==> src/rtl/csr_int_unit_if.sv <==
// Bus bundle for csr_int_unit: interrupt/trap handshake plus CSR read/write port.
// The control side (master) drives requests; the interrupt unit (slave) returns trap state.
interface csr_int_unit_if;
    logic        INTR;
    logic        instr_done;
    logic        mret_exec;
    logic        csr_we;
    logic [11:0] csr_addr;
    logic [31:0] csr_wd;
    logic [31:0] pc;
    logic        int_taken;
    logic [31:0] csr_rd;
    logic [31:0] mtvec;
    logic [31:0] mepc;
    logic        mie_o;
    logic        intr_pending;

    modport master (
        output INTR, instr_done, mret_exec, csr_we, csr_addr, csr_wd, pc,
        input  int_taken, csr_rd, mtvec, mepc, mie_o, intr_pending
    );

    modport slave (
        input  INTR, instr_done, mret_exec, csr_we, csr_addr, csr_wd, pc,
        output int_taken, csr_rd, mtvec, mepc, mie_o, intr_pending
    );
endinterface

==> src/rtl/csr_int_unit.sv <==
// Machine-mode interrupt unit: mstatus/mtvec/mepc/mcause CSRs, synchronised external
// interrupt with edge detect, and a RUN/TRAP/HANDLER trap-entry state machine.
module csr_int_unit (
    input  logic           CLK,
    input  logic           RST_N,
    csr_int_unit_if.slave  bus
);
    localparam logic [11:0] ADDR_MSTATUS = 12'h300;
    localparam logic [11:0] ADDR_MTVEC   = 12'h305;
    localparam logic [11:0] ADDR_MEPC    = 12'h341;
    localparam logic [11:0] ADDR_MCAUSE  = 12'h342;

    localparam logic [31:0] MSTATUS_MASK = 32'h0000_0088;
    localparam logic [31:0] MSTATUS_MIE  = 32'h0000_0008;
    localparam logic [31:0] MSTATUS_MPIE = 32'h0000_0080;
    localparam logic [31:0] ALIGN_MASK   = 32'hFFFF_FFFC;
    localparam logic [31:0] CAUSE_EXT    = 32'h8000_000B;

    typedef enum logic [1:0] {RUN, TRAP, HANDLER} state_t;

    state_t      state;
    logic        run_en;
    logic        sync1, sync2, sync_prev;
    logic        intr_rise;
    logic        intr_pending_q;
    logic        int_taken_q;
    logic [31:0] mstatus_q;
    logic [31:0] mtvec_q;
    logic [31:0] mepc_q;
    logic [31:0] mcause_q;
    logic        mie;
    logic        mpie;
    logic        trap_entry;
    logic        mret_ok;
    logic        wr_mstatus;
    logic        wr_mtvec;
    logic        wr_mepc;

    assign mie        = mstatus_q[3];
    assign mpie       = mstatus_q[7];
    assign intr_rise  = sync2 & ~sync_prev;
    assign trap_entry = (state == RUN) & bus.instr_done & intr_pending_q & mie;
    assign mret_ok    = bus.mret_exec & (state != TRAP);
    assign wr_mstatus = bus.csr_we & (bus.csr_addr == ADDR_MSTATUS);
    assign wr_mtvec   = bus.csr_we & (bus.csr_addr == ADDR_MTVEC);
    assign wr_mepc    = bus.csr_we & (bus.csr_addr == ADDR_MEPC);

    // Reset release is retimed by one flop so the first update lands on the second edge.
    always_ff @(posedge CLK or negedge RST_N) begin
        if (!RST_N) begin
            run_en <= 1'b0;
        end else begin
            run_en <= 1'b1;
        end
    end

    always_ff @(posedge CLK or negedge RST_N) begin
        if (!RST_N) begin
            state          <= RUN;
            sync1          <= 1'b0;
            sync2          <= 1'b0;
            sync_prev      <= 1'b0;
            intr_pending_q <= 1'b0;
            int_taken_q    <= 1'b0;
            mstatus_q      <= '0;
            mtvec_q        <= '0;
            mepc_q         <= '0;
            mcause_q       <= '0;
        end else if (run_en) begin
            sync1     <= bus.INTR;
            sync2     <= sync1;
            sync_prev <= sync2;

            int_taken_q <= 1'b0;
            case (state)
                RUN: begin
                    if (trap_entry) begin
                        state       <= TRAP;
                        int_taken_q <= 1'b1;
                    end
                end
                TRAP:    state <= HANDLER;
                HANDLER: if (bus.mret_exec) state <= RUN;
                default: state <= RUN;
            endcase

            // A new edge wins over the clear so a request arriving at trap entry is kept.
            if (intr_rise) begin
                intr_pending_q <= 1'b1;
            end else if (trap_entry) begin
                intr_pending_q <= 1'b0;
            end

            if (trap_entry) begin
                mstatus_q <= mie ? MSTATUS_MPIE : '0;
            end else if (mret_ok) begin
                mstatus_q <= MSTATUS_MPIE | (mpie ? MSTATUS_MIE : '0);
            end else if (wr_mstatus) begin
                mstatus_q <= bus.csr_wd & MSTATUS_MASK;
            end

            if (trap_entry) begin
                mepc_q <= bus.pc & ALIGN_MASK;
            end else if (wr_mepc) begin
                mepc_q <= bus.csr_wd & ALIGN_MASK;
            end

            if (wr_mtvec) begin
                mtvec_q <= bus.csr_wd & ALIGN_MASK;
            end

            if (trap_entry) begin
                mcause_q <= CAUSE_EXT;
            end
        end
    end

    always_comb begin
        bus.csr_rd = '0;
        case (bus.csr_addr)
            ADDR_MSTATUS: bus.csr_rd = mstatus_q;
            ADDR_MTVEC:   bus.csr_rd = mtvec_q;
            ADDR_MEPC:    bus.csr_rd = mepc_q;
            ADDR_MCAUSE:  bus.csr_rd = mcause_q;
            default:      bus.csr_rd = '0;
        endcase
    end

    assign bus.int_taken    = int_taken_q;
    assign bus.mtvec        = mtvec_q;
    assign bus.mepc         = mepc_q;
    assign bus.mie_o        = mie;
    assign bus.intr_pending = intr_pending_q;
endmodule

==> src/flat_wrapper.sv <==
// flat-port wrapper written by rule: the top's interface ports become plain ports
module csr_int_unit_flat 
  (CLK, RST_N, bus_INTR, bus_instr_done, bus_mret_exec, bus_csr_we, bus_csr_addr, bus_csr_wd, bus_pc, bus_int_taken, bus_csr_rd, bus_mtvec, bus_mepc, bus_mie_o, bus_intr_pending);
  csr_int_unit_if bus_i ();
  input  logic CLK;
  input  logic RST_N;
  input wire logic [$bits(bus_i.INTR)-1:0] bus_INTR;
  input wire logic [$bits(bus_i.instr_done)-1:0] bus_instr_done;
  input wire logic [$bits(bus_i.mret_exec)-1:0] bus_mret_exec;
  input wire logic [$bits(bus_i.csr_we)-1:0] bus_csr_we;
  input wire logic [$bits(bus_i.csr_addr)-1:0] bus_csr_addr;
  input wire logic [$bits(bus_i.csr_wd)-1:0] bus_csr_wd;
  input wire logic [$bits(bus_i.pc)-1:0] bus_pc;
  output wire logic [$bits(bus_i.int_taken)-1:0] bus_int_taken;
  output wire logic [$bits(bus_i.csr_rd)-1:0] bus_csr_rd;
  output wire logic [$bits(bus_i.mtvec)-1:0] bus_mtvec;
  output wire logic [$bits(bus_i.mepc)-1:0] bus_mepc;
  output wire logic [$bits(bus_i.mie_o)-1:0] bus_mie_o;
  output wire logic [$bits(bus_i.intr_pending)-1:0] bus_intr_pending;
  assign bus_i.INTR = bus_INTR;
  assign bus_i.instr_done = bus_instr_done;
  assign bus_i.mret_exec = bus_mret_exec;
  assign bus_i.csr_we = bus_csr_we;
  assign bus_i.csr_addr = bus_csr_addr;
  assign bus_i.csr_wd = bus_csr_wd;
  assign bus_i.pc = bus_pc;
  assign bus_int_taken = bus_i.int_taken;
  assign bus_csr_rd = bus_i.csr_rd;
  assign bus_mtvec = bus_i.mtvec;
  assign bus_mepc = bus_i.mepc;
  assign bus_mie_o = bus_i.mie_o;
  assign bus_intr_pending = bus_i.intr_pending;
  csr_int_unit u_core (.CLK(CLK), .RST_N(RST_N), .bus(bus_i));
endmodule
==> config.mk <==
export PLATFORM = sky130hd
export DESIGN_NAME = csr_int_unit_flat
export DESIGN_NICKNAME = d
export VERILOG_FILES = /design/src/rtl/csr_int_unit_if.sv /design/src/rtl/csr_int_unit.sv /design/src/flat_wrapper.sv
export SDC_FILE = /design/constraint.sdc
export NUM_CORES = 1
export LEC_CHECK = 0
export BUFFER_PORTS_ARGS = -buffer_cell sky130_fd_sc_hd__buf_2
export CORE_ASPECT_RATIO = 2
export CORE_UTILIZATION = 46
export DETAILED_ROUTE_END_ITERATION = 7
export HOLD_SLACK_MARGIN = 0.05
export PLACE_DENSITY = 0.78
export SYNTH_ARGS = -nofsm -noshare
export SYNTH_HDL_FRONTEND = slang
export SYNTH_SLANG_ARGS = --single-unit
==> constraint.sdc <==
create_clock -name CLK -period 8.55 [get_ports CLK]
set_input_delay 2.565 -clock CLK [delete_from_list [all_inputs] [get_ports CLK]]
set_output_delay 2.565 -clock CLK [all_outputs]
set_load 0.03 [all_outputs]
==> Word-level counts from Yosys, hierarchy flattened <==
Cells that the tools add are included.
{ "totals": {"register_bits": 103, "latchBits": 0, "ramBits": 0, "rom_bits": 0, "mem_count": 0} }
{ "op_classes": {"n_addsub": 0, "multipliers": 0, "div": 0, "order_cmp": 0, "n_eq_ne": 9, "n_shift": 0, "muxes": 15, "bitwise_logic": 9, "reduce_logical": 10} }
{ "op_table": {"columns": ["op", "count"], "rows": [
  ["$mux W32", 5],
  ["$pmux W32 S4", 1],
  ["$eq A12 B10 Y1 const B", 4],
  ["$reduce_and A2 Y1", 5],
  ["$and A1 B1 Y1", 8],
  ["$mux W8", 1],
  ["$pmux W2 S3", 1],
  ["$mux W1", 4],
  ["$mux W2", 2],
  ["$mux W4", 1],
  ["$ne A2 B1 Y1 const B", 2],
  ["$reduce_bool A2 Y1", 2],
  ["$reduce_and A3 Y1", 1],
  ["$reduce_bool A3 Y1", 1],
  ["$eq A2 B1 Y1 const B", 1],
  ["$eq A2 B2 Y1 const B", 1],
  ["$logic_not A2 Y1", 1],
  ["$ne A2 B2 Y1 const B", 1],
  ["$not A1 Y1", 1]
]} }

==> Logic depth before layout (Yosys ltp) <==
{ "logic_depth": {"word_depth": 6, "mapped_depth": 6, "ltp_nobuf": 4} }

==> Worst setup path after synthesis <==
No wires, ideal clock.
{ "synth_timing": {"path_kind": "input-to-output", "startpoint": "input bus_csr_addr[11]", "endpoint": "output bus_csr_rd[31]", "arrival_time_ps": 4507, "t_required_ps": 5985, "path_slack_ps": 1478, "cell_stages": 3, "path_cell_list": "or4b_2 > nor3_1 > a221o_1"} }
{ "synth_via": {"elab_chain_cells": 2, "elab_cells_between_ends": 5} }
{ "synth_lines": {"columns": ["element", "line_no", "rtl"], "rows": [
  ["start, declared", "flat_wrapper.sv:11", "input wire logic [$bits(bus_i.csr_addr)-1:0] bus_csr_addr;"],
  ["$eq A12 B10 Y1", "csr_int_unit.sv:120", "case (bus.csr_addr)"],
  ["$pmux W32 S4 (*)", "csr_int_unit.sv:120", null],
  ["end, declared", "flat_wrapper.sv:15", "output wire logic [$bits(bus_i.csr_rd)-1:0] bus_csr_rd;"]
]} }
Every way passes the cells marked *; elsewhere a longest branch is shown, timed or not.

==> Final worst setup path <==
{ "layout_timing": {"startpoint": "input bus_csr_addr[5]", "endpoint": "output bus_csr_rd[11]"} }
The elaborated chain is that of the path after synthesis.

==> results.json <==
{
  "ys_ff_latch": 71,
  "syn_avg_cell_area_um2": 13.4,
  "gp_congestion": 0.810,
  "syn-cell-area_um2": 3640,
  "routed_wl_mm": 9.59,
  "worstSetupStartpointType": "primary input",
  "port_buffers": 172,
  "grt_overflow": 0,
  "period_minus_slack_ns": 6.99,
  "timing.fmax_mhz": 143,
  "yosys_warnings": 0,
  "met3_usage_pct": 4.80,
  "viasPerCell": 5.41,
  "cp_data_arrival_time_ns": 4.42,
  "final_util_pct": 64.0,
  "die_w_um": 64.9,
  "rsz0062_at_grt": "false",
  "die_h_um": 128,
  "dr_total_vias": 2920,
  "grtUsageMet1_pct": 25.3,
  "ys_types": 36,
  "ctsHoldBuffers": 0,
  "finalCritPeriodShare_pct": 81.7,
  "grt_pass1_wl_mm": 15.0,
  "first_iter_violations": 150,
  "setup_viol": 0,
  "peakVddDrop_v": 0.000168,
  "rows": 45,
  "grt_max_degree": 72,
  "path_class": "in2out",
  "final_antenna_net_count": 0,
  "slew_headroom_pct": 27.6,
  "path_clk_slew_ns": 0.06,
  "power_density_nw_per_um2": 270,
  "grt_pass1_vias": 3114,
  "path_cells": "buf_2 -> or4_1 -> nor4_2 -> buf_4 -> a22o_1 -> buf_2",
  "fin_cells": 540,
  "synthDominantCellAreaShare_pct": 48.8,
  "dp_cells": 524,
  "synth_ff_type": "dfrtp_1",
  "root_buffer": "clkbuf_16",
  "grt.busiest_layer": "met2",
  "hp-class": "reg2reg",
  "cp_top_family": "simple AND/OR/NAND/NOR gates",
  "cp-end-kind": "output pin",
  "pin_count": 181,
  "crit_fanout": 17,
  "mostFrequentLayoutCell": "buf_2",
  "slowest_delay_ns": 0.65,
  "setup-tns-final_ns": 0,
  "nets": 523,
  "cts_resized": 0,
  "grt_antenna_before_repair": 0,
  "grtUsageTotal_pct": 24.1,
  "dpl.hpwl_mm": 6.96,
  "area_growth_pct": 33.7,
  "insertion_delay_ns": 0.33,
  "cts_sinks": 71,
  "yosys-top-cells-area": "dfrtp_1 (49%), mux2_2 (18%), mux2_4 (12%), a22o_1 (6.5%), nand2_1 (1.2%)",
  "yosysSeqAreaShare_pct": 48.8,
  "cts_tree": "yes",
  "cts_made_buffers": 9,
  "status": "complete, no violations",
  "synth_edf_count": 0,
  "finalClockSkew_ns": 0.00796,
  "n_antenna_cell": 0,
  "htree_levels": 3,
  "drv_cap": 0,
  "cp_num_buf_inv": 3,
  "die_area_um2": 8290,
  "tightest_slew_ns": 1.08,
  "cts_setup_buffers": 0,
  "async_flop_share_pct": 100,
  "cp_common_cell": "buf_2",
  "cp.required_ns": 5.99,
  "dr.pass1.iters": 4,
  "start_util_pct": 47.9,
  "grt_use_met2_pct": 43.0,
  "final_cell_mix": "buf_2 (172), dfrtp_1 (71), mux2_2 (59), mux2_4 (30), a22o_1 (27)",
  "wire_per_inst_um": 17.8,
  "yosys.area.top_type": "dfrtp_1",
  "power.leakage_uw": 0.00263,
  "core_um2": 7600,
  "slowest_stage": "or4_1",
  "cts.path.max_buffers": 2,
  "synth_cells": 271,
  "drv_slew": 0,
  "hold_viol_final": 0,
  "finalInstanceArea_um2": 4870,
  "final_layout_size_suffix_gt1_share_pct": 64.6,
  "drc_errors": 0,
  "place_area_um2": 4580
}
## registers in the layout, summed over array words and instances, names as in the netlist
| name | count |
|---|---|
| u_core.bus.mepc | 30 |
| u_core.bus.mtvec | 30 |
| u_core.mstatus_q | 2 |
| u_core.state | 2 |
| u_core.bus.int_taken | 1 |
| u_core.bus.intr_pending | 1 |
| u_core.mcause_q | 1 |
| u_core.run_en | 1 |
| u_core.sync1 | 1 |
| u_core.sync2 | 1 |
| u_core.sync_prev | 1 |
## cell families (layout without fill, tap and decap cells)
group | after synthesis | count (layout) | synth area share, %
flip-flops | 71 | 71 | 48.8
buffers and inverters | 28 | 200 | 4.23
other | 2 | 5 | 0.206
AO/OA/AOI/OAI | 42 | 42 | 9.28
AND/OR/NAND/NOR | 35 | 35 | 5.64
multiplexers | 93 | 93 | 31.8
## worst reg2reg max path, delay by kind of cell (launching register included)
kind | cells | cell delay, ns
AO/OA/AOI/OAI | 1 | 0.92
buffers and inverters | 1 | 0.30
flip-flops | 1 | 0.41
multiplexers | 1 | 0.44
AND/OR/NAND/NOR | 2 | 0.23
## worst paths after layout
| path | endpoint | slack (ns) | depth (start not counted) | start |
|---|---|---|---|---|
| worst max-delay path | bus_csr_rd[11] | 1.56 | 6 | bus_csr_addr[5] |
| worst min-delay path | u_core.mcause_q[0] | 0.49 | 1 | u_core.mcause_q[0] |
| worst max register to register | u_core.bus.mepc[15] | 6.14 | 5 | u_core.bus.intr_pending |
| worst min register to register | u_core.mcause_q[0] | 0.49 | 1 | u_core.mcause_q[0] |
| max in group asynchronous | u_core.bus.mtvec[20] | 5.52 | 2 | RST_N |
| min in group asynchronous | u_core.bus.mtvec[7] | 2.46 | 2 | RST_N |
## report_power, final
part           total (uW)  internal (uW)  switching (uW)
Clock                 362            225             137
Combinational         461            180             281
Sequential            490            423            67.0
## stage by stage
stage | hold WS, ns | power, uW | setup slack [ns]
after CTS | 0.495 | 1330 | 1.57
after global routing | 0.519 | 1370 | 1.48
after detailed placement | 0.480 | 962 | 1.60
after floorplan | 0.436 | 805 | 1.48
after global placement | 0.475 | 947 | 1.60
final | 0.495 | 1310 | 1.56
## cell type report
class | instances | area (um^2)
inverter | 6 | 22.5
timing repair buffer | 178 | 906
clock buffer | 10 | 229
clock inverter | 6 | 61.3
sequential | 71 | 1780
tap | 94 | 118
fill | 600 | 2740
multi-input combinational | 175 | 1750
## cells in the mapped netlist, types with 2 or more instances
library cell	number
clkbuf_1	8
mux2_1	3
or4_1	2
inv_1	6
conb_1	2
a22o_1	27
nor4_1	5
nand3_1	2
nor2_1	2
o21ai_0	7
buf_2	6
nand2_1	12
buf_4	5
mux2_2	59
mux2_4	30
dfrtp_1	71
nor3_1	2
nand2b_1	2
buf_6	3
## per-layer routing
metal | up-vias | share of wire (%)
li1 | 1339 | -
met1 | 1436 | 36
met2 | 115 | 56
met3 | 30 | 4.0
met4 | 0 | 4.3
met5 | - | 0
(Power assumes the default switching activity.)
